--- src/rtl/imem_load_ctrl_pkg.sv ---
// -----------------------------------------------------------------------------
// imem_pkg
// Shared types and constants for the instruction-memory load controller.
//   state_e   : controller FSM states
//   instr_t   : instruction word layout (opcode / rs / rt / imm)
//   DEPTH     : number of valid instruction words in the memory
//   OPC_NOP / OPC_HLT : opcodes of interest to tools that inspect images
// -----------------------------------------------------------------------------
package imem_pkg;

  typedef enum logic [2:0] {
    ST_IDLE  = 3'd0,
    ST_RECV  = 3'd1,
    ST_WRITE = 3'd2,
    ST_DONE  = 3'd3,
    ST_ERR   = 3'd4
  } state_e;

  localparam int         DEPTH   = 69;
  localparam logic [5:0] OPC_NOP = 6'b010100;
  localparam logic [5:0] OPC_HLT = 6'b010111;

  typedef struct packed {
    logic [5:0]  opcode;
    logic [4:0]  rs;
    logic [4:0]  rt;
    logic [15:0] imm;
  } instr_t;

  // True for opcodes that carry no datapath effect (padding / end of program).
  function automatic logic is_filler_opc(input logic [5:0] opc);
    return (opc == OPC_NOP) || (opc == OPC_HLT);
  endfunction

endpackage

--- src/rtl/imem_load_ctrl_if.sv ---
// -----------------------------------------------------------------------------
// imem_load_ctrl_if
// Bundles the loader byte stream, load control, fetch address and the
// instruction-memory write port of imem_load_ctrl.
//   master : the system side (loader, CPU fetch, memory observer)
//   slave  : the controller itself
// -----------------------------------------------------------------------------
interface imem_load_ctrl_if #(
  parameter int ADDR_W = 10,
  parameter int DATA_W = 32
);
  logic              load_start;
  logic [ADDR_W-1:0] load_len;
  logic              byte_valid;
  logic [7:0]        byte_data;
  logic              byte_ready;
  logic [ADDR_W-1:0] cpu_addr;
  logic [ADDR_W-1:0] mem_addr;
  logic [DATA_W-1:0] mem_wdata;
  logic              mem_we;
  logic              cpu_stall;
  logic              load_busy;
  logic              load_done;
  logic              load_err;

  modport master (
    output load_start, load_len, byte_valid, byte_data, cpu_addr,
    input  byte_ready, mem_addr, mem_wdata, mem_we, cpu_stall,
           load_busy, load_done, load_err
  );

  modport slave (
    input  load_start, load_len, byte_valid, byte_data, cpu_addr,
    output byte_ready, mem_addr, mem_wdata, mem_we, cpu_stall,
           load_busy, load_done, load_err
  );
endinterface

--- src/rtl/imem_load_ctrl_byte_packer.sv ---
// -----------------------------------------------------------------------------
// byte_packer
// Collects four MSB-first bytes into one 32-bit instruction word.
//   clock, reset_n : clock / asynchronous active-low reset
//   clear_i        : restart word assembly (new image)
//   accept_i       : a byte is consumed this cycle
//   byte_i         : the byte being consumed
//   word_valid_o   : this accept completes a word (4th byte)
//   word_o         : assembled word; complete the cycle after word_valid_o
// -----------------------------------------------------------------------------
module byte_packer
  import imem_pkg::*;
(
  input  logic       clock,
  input  logic       reset_n,
  input  logic       clear_i,
  input  logic       accept_i,
  input  logic [7:0] byte_i,
  output logic       word_valid_o,
  output instr_t     word_o
);

  logic [31:0] shift_q, shift_d;
  logic [1:0]  cnt_q, cnt_d;

  always_ff @(posedge clock or negedge reset_n) begin
    if (!reset_n) begin
      shift_q <= '0;
      cnt_q   <= '0;
    end else begin
      shift_q <= shift_d;
      cnt_q   <= cnt_d;
    end
  end

  always_comb begin
    shift_d = shift_q;
    cnt_d   = cnt_q;
    if (clear_i) begin
      shift_d = '0;
      cnt_d   = '0;
    end else if (accept_i) begin
      // Shift left so the first byte of a word ends up in [31:24].
      shift_d = {shift_q[23:0], byte_i};
      cnt_d   = cnt_q + 2'd1;
    end
  end

  assign word_valid_o = accept_i && !clear_i && (cnt_q == 2'd3);
  assign word_o       = shift_q;

endmodule

--- src/rtl/imem_load_ctrl.sv ---
// -----------------------------------------------------------------------------
// imem_load_ctrl
// Owns the instruction-memory address/write port. In IDLE the fetch address
// passes straight through; during a load, bytes from a serial loader are
// packed into words and written to consecutive addresses from 0 while the
// CPU is stalled.
//   clock, reset_n : clock / asynchronous active-low reset
//   bus (slave)    : load_start/load_len, byte_valid/byte_data/byte_ready,
//                    cpu_addr, mem_addr/mem_wdata/mem_we, cpu_stall,
//                    load_busy, load_done, load_err
// -----------------------------------------------------------------------------
module imem_load_ctrl
  import imem_pkg::*;
#(
  parameter int ADDR_W  = 10,
  parameter int DATA_W  = 32,
  parameter int DEPTH   = imem_pkg::DEPTH,
  parameter int TIMEOUT = 1024
) (
  input  logic           clock,
  input  logic           reset_n,
  imem_load_ctrl_if.slave bus
);

  localparam int                TMO_W    = $clog2(TIMEOUT + 1);
  localparam logic [ADDR_W-1:0] DEPTH_L  = ADDR_W'(DEPTH);
  localparam logic [TMO_W-1:0]  TMO_LAST = TMO_W'(TIMEOUT - 1);

  state_e            state_q, state_d;
  logic [ADDR_W-1:0] word_cnt_q, word_cnt_d;
  logic [ADDR_W-1:0] len_q, len_d;
  logic [TMO_W-1:0]  tmo_q, tmo_d;

  logic   byte_accept;
  logic   word_valid;
  logic   pack_clear;
  instr_t word;

  assign byte_accept = bus.byte_valid && (state_q == ST_RECV);

  byte_packer u_packer (
    .clock        (clock),
    .reset_n      (reset_n),
    .clear_i      (pack_clear),
    .accept_i     (byte_accept),
    .byte_i       (bus.byte_data),
    .word_valid_o (word_valid),
    .word_o       (word)
  );

  always_ff @(posedge clock or negedge reset_n) begin
    if (!reset_n) begin
      state_q    <= ST_IDLE;
      word_cnt_q <= '0;
      len_q      <= '0;
      tmo_q      <= '0;
    end else begin
      state_q    <= state_d;
      word_cnt_q <= word_cnt_d;
      len_q      <= len_d;
      tmo_q      <= tmo_d;
    end
  end

  always_comb begin
    state_d    = state_q;
    word_cnt_d = word_cnt_q;
    len_d      = len_q;
    tmo_d      = tmo_q;
    pack_clear = 1'b0;

    case (state_q)
      // ERR reacts to load_start exactly like IDLE; leaving ERR is what
      // clears the sticky error flag.
      ST_IDLE, ST_ERR: begin
        if (bus.load_start) begin
          if (bus.load_len > DEPTH_L) begin
            state_d = ST_ERR;
          end else if (bus.load_len == '0) begin
            state_d = ST_DONE;
          end else begin
            state_d    = ST_RECV;
            len_d      = bus.load_len;
            word_cnt_d = '0;
            tmo_d      = '0;
            pack_clear = 1'b1;
          end
        end
      end

      ST_RECV: begin
        if (byte_accept) begin
          tmo_d = '0;
          if (word_valid) state_d = ST_WRITE;
        end else if (tmo_q == TMO_LAST) begin
          // This is the TIMEOUT-th consecutive idle cycle.
          state_d = ST_ERR;
        end else begin
          tmo_d = tmo_q + 1'b1;
        end
      end

      ST_WRITE: begin
        word_cnt_d = word_cnt_q + 1'b1;
        state_d    = (word_cnt_d == len_q) ? ST_DONE : ST_RECV;
      end

      ST_DONE: state_d = ST_IDLE;

      default: state_d = ST_IDLE;
    endcase
  end

  // Outputs are decoded from the registered state only, so an asynchronous
  // reset forces them low immediately.
  assign bus.byte_ready = (state_q == ST_RECV);
  assign bus.mem_we     = (state_q == ST_WRITE);
  assign bus.mem_wdata  = (state_q == ST_WRITE) ? DATA_W'(word) : '0;
  assign bus.mem_addr   = (state_q == ST_IDLE) ? bus.cpu_addr : word_cnt_q;
  assign bus.cpu_stall  = (state_q != ST_IDLE);
  assign bus.load_busy  = (state_q == ST_RECV) || (state_q == ST_WRITE);
  assign bus.load_done  = (state_q == ST_DONE);
  assign bus.load_err   = (state_q == ST_ERR);

endmodule

--- src/flat_wrapper.sv ---
// flat-port wrapper written by rule: the top's interface ports become plain ports
module imem_load_ctrl_flat import imem_pkg::*;
#(
  parameter int ADDR_W  = 10,
  parameter int DATA_W  = 32,
  parameter int DEPTH   = imem_pkg::DEPTH,
  parameter int TIMEOUT = 1024
)
  (clock, reset_n, bus_load_start, bus_load_len, bus_byte_valid, bus_byte_data, bus_cpu_addr, bus_byte_ready, bus_mem_addr, bus_mem_wdata, bus_mem_we, bus_cpu_stall, bus_load_busy, bus_load_done, bus_load_err);
  imem_load_ctrl_if #(.ADDR_W(ADDR_W), .DATA_W(DATA_W)) bus_i ();
  input  logic clock;
  input  logic reset_n;
  input wire logic [$bits(bus_i.load_start)-1:0] bus_load_start;
  input wire logic [$bits(bus_i.load_len)-1:0] bus_load_len;
  input wire logic [$bits(bus_i.byte_valid)-1:0] bus_byte_valid;
  input wire logic [$bits(bus_i.byte_data)-1:0] bus_byte_data;
  input wire logic [$bits(bus_i.cpu_addr)-1:0] bus_cpu_addr;
  output wire logic [$bits(bus_i.byte_ready)-1:0] bus_byte_ready;
  output wire logic [$bits(bus_i.mem_addr)-1:0] bus_mem_addr;
  output wire logic [$bits(bus_i.mem_wdata)-1:0] bus_mem_wdata;
  output wire logic [$bits(bus_i.mem_we)-1:0] bus_mem_we;
  output wire logic [$bits(bus_i.cpu_stall)-1:0] bus_cpu_stall;
  output wire logic [$bits(bus_i.load_busy)-1:0] bus_load_busy;
  output wire logic [$bits(bus_i.load_done)-1:0] bus_load_done;
  output wire logic [$bits(bus_i.load_err)-1:0] bus_load_err;
  assign bus_i.load_start = bus_load_start;
  assign bus_i.load_len = bus_load_len;
  assign bus_i.byte_valid = bus_byte_valid;
  assign bus_i.byte_data = bus_byte_data;
  assign bus_i.cpu_addr = bus_cpu_addr;
  assign bus_byte_ready = bus_i.byte_ready;
  assign bus_mem_addr = bus_i.mem_addr;
  assign bus_mem_wdata = bus_i.mem_wdata;
  assign bus_mem_we = bus_i.mem_we;
  assign bus_cpu_stall = bus_i.cpu_stall;
  assign bus_load_busy = bus_i.load_busy;
  assign bus_load_done = bus_i.load_done;
  assign bus_load_err = bus_i.load_err;
  imem_load_ctrl #(.ADDR_W(ADDR_W), .DATA_W(DATA_W), .DEPTH(DEPTH), .TIMEOUT(TIMEOUT)) u_core (.clock(clock), .reset_n(reset_n), .bus(bus_i));
endmodule
--- config.mk ---
export PLATFORM = sky130hd
export DESIGN_NAME = imem_load_ctrl_flat
export DESIGN_NICKNAME = d
export VERILOG_FILES = /design/src/rtl/imem_load_ctrl_pkg.sv /design/src/rtl/imem_load_ctrl_if.sv /design/src/rtl/imem_load_ctrl_byte_packer.sv /design/src/rtl/imem_load_ctrl.sv /design/src/flat_wrapper.sv
export SDC_FILE = /design/constraint.sdc
export NUM_CORES = 1
export LEC_CHECK = 0
export CORE_MARGIN = 2
export CORE_UTILIZATION = 45
export CTS_CLUSTER_SIZE = 12
export DETAILED_ROUTE_END_ITERATION = 12
export PLACE_DENSITY = 0.69
export SYNTH_ARGS = -nofsm -noshare
export SYNTH_HDL_FRONTEND = slang
export SYNTH_SLANG_ARGS = --single-unit
--- constraint.sdc ---
create_clock -name clock -period 2.94 [get_ports clock]
set_clock_uncertainty 0.2 [all_clocks]
set_input_delay 0.588 -clock clock [delete_from_list [all_inputs] [get_ports clock]]
set_output_delay 0.588 -clock clock [all_outputs]
set_load 0.03 [all_outputs]
# Word level (Yosys, flattened, before mapping)
# Index checks and enable logic that the tools add are counted.
# totals
ff_bits	68
inputBits	32
out_inout_bits	48
word_cells	69
# classes
add_sub_neg	3
magnitude_cmp	1
n_eq_ne	13
n_mux	28
n_bitwise	2
reduce_logical	16
# op_table
op	count
$mux W32	3
$mux W11	5
$mux W10	4
$pmux W11 S2	1
$pmux W10 S2	1
$mux W3	5
$add A11 B1 Y11 const B	1
$eq A11 B10 Y1 const B	1
$add A10 B1 Y10 const B	1
$eq A10 B10 Y1	1
$gt A10 B7 Y1 const B	1
$logic_not A10 Y1	1
$pmux W3 S3	1
$mux W2	4
$reduce_and A4 Y1	2
$eq A3 B2 Y1 const B	2
$ne A2 B2 Y1 const B	3
$reduce_bool A2 Y1	3
$reduce_and A5 Y1	1
$mux W1	4
$eq A3 B1 Y1 const B	1
$eq A3 B3 Y1 const B	1
$logic_and A1 B1 Y1	3
$logic_not A3 Y1	1
other kinds (11)	12

# Logic depth before layout (Yosys ltp)
# logic_depth
ltp_word	11
depth_mapped	8
ltp_nobuf	7

# By module
# A second synthesis with hierarchy kept.
# unflattened
hier_cells	394
area_unflattened_um2	3742.3
# by_module_without_submodules
module	instances	cells_per_inst	area_per_inst_um2	seq_area_each_um2
imem_load_ctrl	1	281	2311.0	850.8
byte_packer	1	113	1431.4	850.8

# Worst setup path before layout
# OpenSTA, ideal clock, no wires.
# synth_path
kind	register to output
from	register u_core.state_q[2]
to	output bus_mem_wdata[22]
arrival_ns	1.777
required_time_ns	2.152
path_slack_ns	0.375
stages_incl_launch_ff	6
n_path_buf	2
cell_sequence	dfrtp_1 -> or3_1 -> buf_2 -> inv_1 -> clkbuf_1 -> and2_1
# synth_between
elab_chain_cells	2
# synth_rtl
item	line_no	text
from (decl)	imem_load_ctrl.sv:29	state_e state_q, state_d;
from (signal assigned)	imem_load_ctrl.sv:58	state_q <= state_d;
$eq A3 B2 Y1	--	
via bus_mem_we	flat_wrapper.sv:21	output wire logic [$bits(bus_i.mem_we)-1:0] bus_mem_we;
$mux W32	imem_load_ctrl.sv:118	assign bus.mem_wdata = (state_q == ST_WRITE) ? DATA_W'(word) : '0;
to (decl)	flat_wrapper.sv:20	output wire logic [$bits(bus_i.mem_wdata)-1:0] bus_mem_wdata;
# The timed path passes the listed nets, and every way through them passes these cells.

# Worst setup path in the final report
# layout_path
from	register u_core.state_q[1]
to	output bus_mem_addr[4]
# layout_between
elab_chain_cells	2
# layout_rtl
item	line_no	text
$logic_not A3 Y1	imem_load_ctrl.sv:119	assign bus.mem_addr = (state_q == ST_IDLE) ? bus.cpu_addr : word_cnt_q;
$mux W10	imem_load_ctrl.sv:119	
to (decl)	flat_wrapper.sv:19	output wire logic [$bits(bus_i.mem_addr)-1:0] bus_mem_addr;
# No other way between the ends.

==> flow_metrics.env <==
export IMPL_antenna_cells=0
export IMPL_clock_latency_ps=330
export IMPL_hold_buffers=0
export IMPL_die_h_um=95.15
export IMPL_root_buffer="clkbuf_8"
export IMPL_cap_violations=0
export IMPL_busiest_layer="met2"
export IMPL_postSynth_asyncResetShare_pct=100.0
export IMPL_met2_usage_pct=32.92
export IMPL_cts_made_buffers=9
export IMPL_slew_violations=0
export IMPL_crit_fanout=11
export IMPL_syn_to_final_growth_pct=30.12
export IMPL_vias=3317
export IMPL_grt_usage_pct=19.95
export IMPL_drt_wl_total_um=8778
export IMPL_worstSetupStartpointType="flip-flop"
export IMPL_syn_inst=437
export IMPL_grt_pass1_wl_um=14210
export IMPL_core_mm2=0.008134
export IMPL_avgSynthCellArea_um2=8.555
export IMPL_ioPinCount=80
export IMPL_period_needed_ps=2861
export IMPL_rsz0062_at_grt="no"
export IMPL_end_kind="output port"
export IMPL_initial_core_util_pct=45.96
export IMPL_dieArea_mm2=0.009054
export IMPL_path_class="reg2out"
export IMPL_fillers=735
export IMPL_num_rows=33
export IMPL_finalHoldViolations=0
export IMPL_detail_route_antenna_nets=0
export IMPL_grt_use_met1_pct=26.97
export IMPL_antenna_found_initial=0
export IMPL_fmax_ghz=0.3495
export IMPL_grt_remaining_overflow=0
export IMPL_ir_drop_mv=0.3315
export IMPL_setup_ws_ps=79.13
export IMPL_layout_drive_gt1_share_pct=20.27
export IMPL_io_buffers=79
export IMPL_relSlewSlack_pct=50.84
export IMPL_cts_tree="yes"
export IMPL_status="complete, no violations"
export IMPL_stdcell_count=628
export IMPL_grt_met3_usage_pct=2.925
export IMPL_leakagePower_nw=2.151
export IMPL_cp_required_ps=2150
export IMPL_synth_edff_count=0
export IMPL_grt_pass1_vias=2940
export IMPL_grt_max_degree=67
export IMPL_cts_sinks=68
export IMPL_yosysWarnings=0
export IMPL_ys_types=50
export IMPL_synth_main_ff_cell="dfrtp_1"
export IMPL_tightest_slew_ps=737.4
export IMPL_drtPass1Iterations=4
export IMPL_setup_viol=0
export IMPL_power_density_mw_per_mm2=632.9
export IMPL_min_path_type="in2async"
export IMPL_pre_cts_ws_ps=29.72
export IMPL_layout_commonest_cell="nand2_1"
export IMPL_setup_tns_ps=0
export IMPL_htree_levels=3
export IMPL_arrival_ps=2070
export IMPL_clkTransAtPathRegs_ps=70
export IMPL_drtIter0Drc=181
export IMPL_ys_seq_elements=68
export IMPL_vias_per_cell=5.282
export IMPL_wl_per_cell_um=13.98
export IMPL_fin_hold_ws_ps=113.2
export IMPL_finalNetCount=553
export IMPL_drc=0
export IMPL_synth_nets=472
export IMPL_die_w_um=95.15
export IMPL_fin_crit_sh_pct=97.31
export IMPL_globalplace_congestion=0.9039
export IMPL_synth_area_mm2=0.003739
export IMPL_synth_seq_area_share_pct=45.52
export IMPL_dp_hpwl_um=6168
export IMPL_ctsLongestPathBuffers=2
export IMPL_final_cell_mix="nand2_1 (103), dfrtp_1 (68), o21ai_0 (55), buf_4 (50), and2_1 (37)"
export IMPL_placed_cells=612
-- sequential cells by signal, indices dropped and copies added, names as in the netlist --
signal and count:
u_core.u_packer.word_o 32, u_core.u_packer.cnt_q 2, u_core.word_cnt_q 10, u_core.state_q 3, u_core.len_q 10, u_core.tmo_q 11
-- cells by family after synthesis --
| logic type | count (synthesis) | synth area share (%) |
|---|---|---|
| multiplexers | 11 | 3.280 |
| AO/OA/AOI/OAI | 93 | 15.43 |
| adder cells (fa/ha/maj) | 3 | 1.004 |
| AND/OR/NAND/NOR | 206 | 26.17 |
| XOR/XNOR | 20 | 4.685 |
| buffers and inverters | 36 | 3.916 |
| flip-flops | 68 | 45.52 |
-- report_power, final --
part / internal [mW] / leakage, nW / switching (mW) / total, mW
sequential: 1.23 / 0.899 / 0.279 / 1.51
clock: 0.416 / 0.0918 / 0.348 / 0.764
combinational: 0.386 / 1.16 / 0.423 / 0.809
-- per-stage QoR --
| step | power (mW) | utilization (%) | area [um2] |
|---|---|---|---|
| floorplan | 2.003 | - | 3739 |
| finish | 3.079 | 59.81 | 4865 |
| global route | 3.291 | 59.81 | 4865 |
| CTS | 3.102 | 59.74 | 4860 |
| global placement | 2.304 | 57.05 | 4641 |
| detailed placement | 2.342 | 57.05 | 4641 |
-- routing by layer --
layer	routed length (um)	vias up
met4	63	0
met5	0	-
met3	362	5
met1	3916	1605
met2	4435	70
li1	-	1637
-- Yosys cell counts, types with 3 or more instances --
master / n / area share [%]
a211oi_2: 5 / 1.7
a21o_1: 3 / 0.60
a21oi_1: 7 / 0.94
a31oi_1: 3 / 0.50
and2_1: 37 / 6.2
and3_1: 3 / 0.50
buf_2: 4 / 0.54
clkbuf_1: 21 / 2.1
dfrtp_1: 68 / 46
ha_1: 3 / 1.0
inv_1: 6 / 0.60
mux2_2: 10 / 3.0
nand2_1: 103 / 10
nand3_1: 11 / 1.5
nand4_1: 5 / 0.84
nor2_1: 24 / 2.4
nor3_1: 5 / 0.67
o21ai_0: 55 / 7.4
o31ai_1: 3 / 0.60
or2_2: 3 / 0.50
or3_1: 3 / 0.50
xnor2_1: 15 / 3.5
xor2_1: 5 / 1.2
-- worst paths after layout --
| path | depth (start not counted) | start | slack [ps] | end |
|---|---|---|---|---|
| max | 5 | u_core.state_q[1]$_DFFE_PN0P_ | 80 | bus_mem_addr[4] |
| min | 1 | reset_n | 110 | u_core.u_packer.word_o[28]$_DFFE_PN0P_ |
| max reg2reg | 7 | u_core.word_cnt_q[0]$_DFFE_PN0P_ | 370 | u_core.state_q[1]$_DFFE_PN0P_ |
| min reg2reg | 2 | u_core.u_packer.word_o[0]$_DFFE_PN0P_ | 300 | u_core.u_packer.word_o[8]$_DFFE_PN0P_ |
| max in group asynchronous | 2 | reset_n | 1730 | u_core.tmo_q[10]$_DFFE_PN0P_ |
| min in group clock | 2 | u_core.u_packer.word_o[0]$_DFFE_PN0P_ | 300 | u_core.u_packer.word_o[8]$_DFFE_PN0P_ |
-- worst max-delay path, cell delays in order, from the launching register on --
cell,delay (ps)
dfrtp_1,430
or2_2,370
nor2_2,150
buf_6,180
mux2_2,340
clkdlybuf4s15_2,280
-- repair_timing --
item / CTS / global route
setup endpoints to repair: 10 / 4
setup buffers: 0 / 0
gates resized for setup: 31 / 2
-- area by class of cell --
| cell class | count | area [um2] | area share, % |
|---|---|---|---|
| clock inverter | 5 | 61.31 | 1.260 |
| timing repair buffer | 99 | 897.1 | 18.44 |
| inverter | 7 | 26.28 | 0.5401 |
| tap | 105 | 131.4 | 2.701 |
| sequential | 68 | 1702 | 34.98 |
| clock buffer | 11 | 141.4 | 2.906 |
| multi-input combinational | 333 | 1906 | 39.17 |
Power figures use the tool's default switching activity.
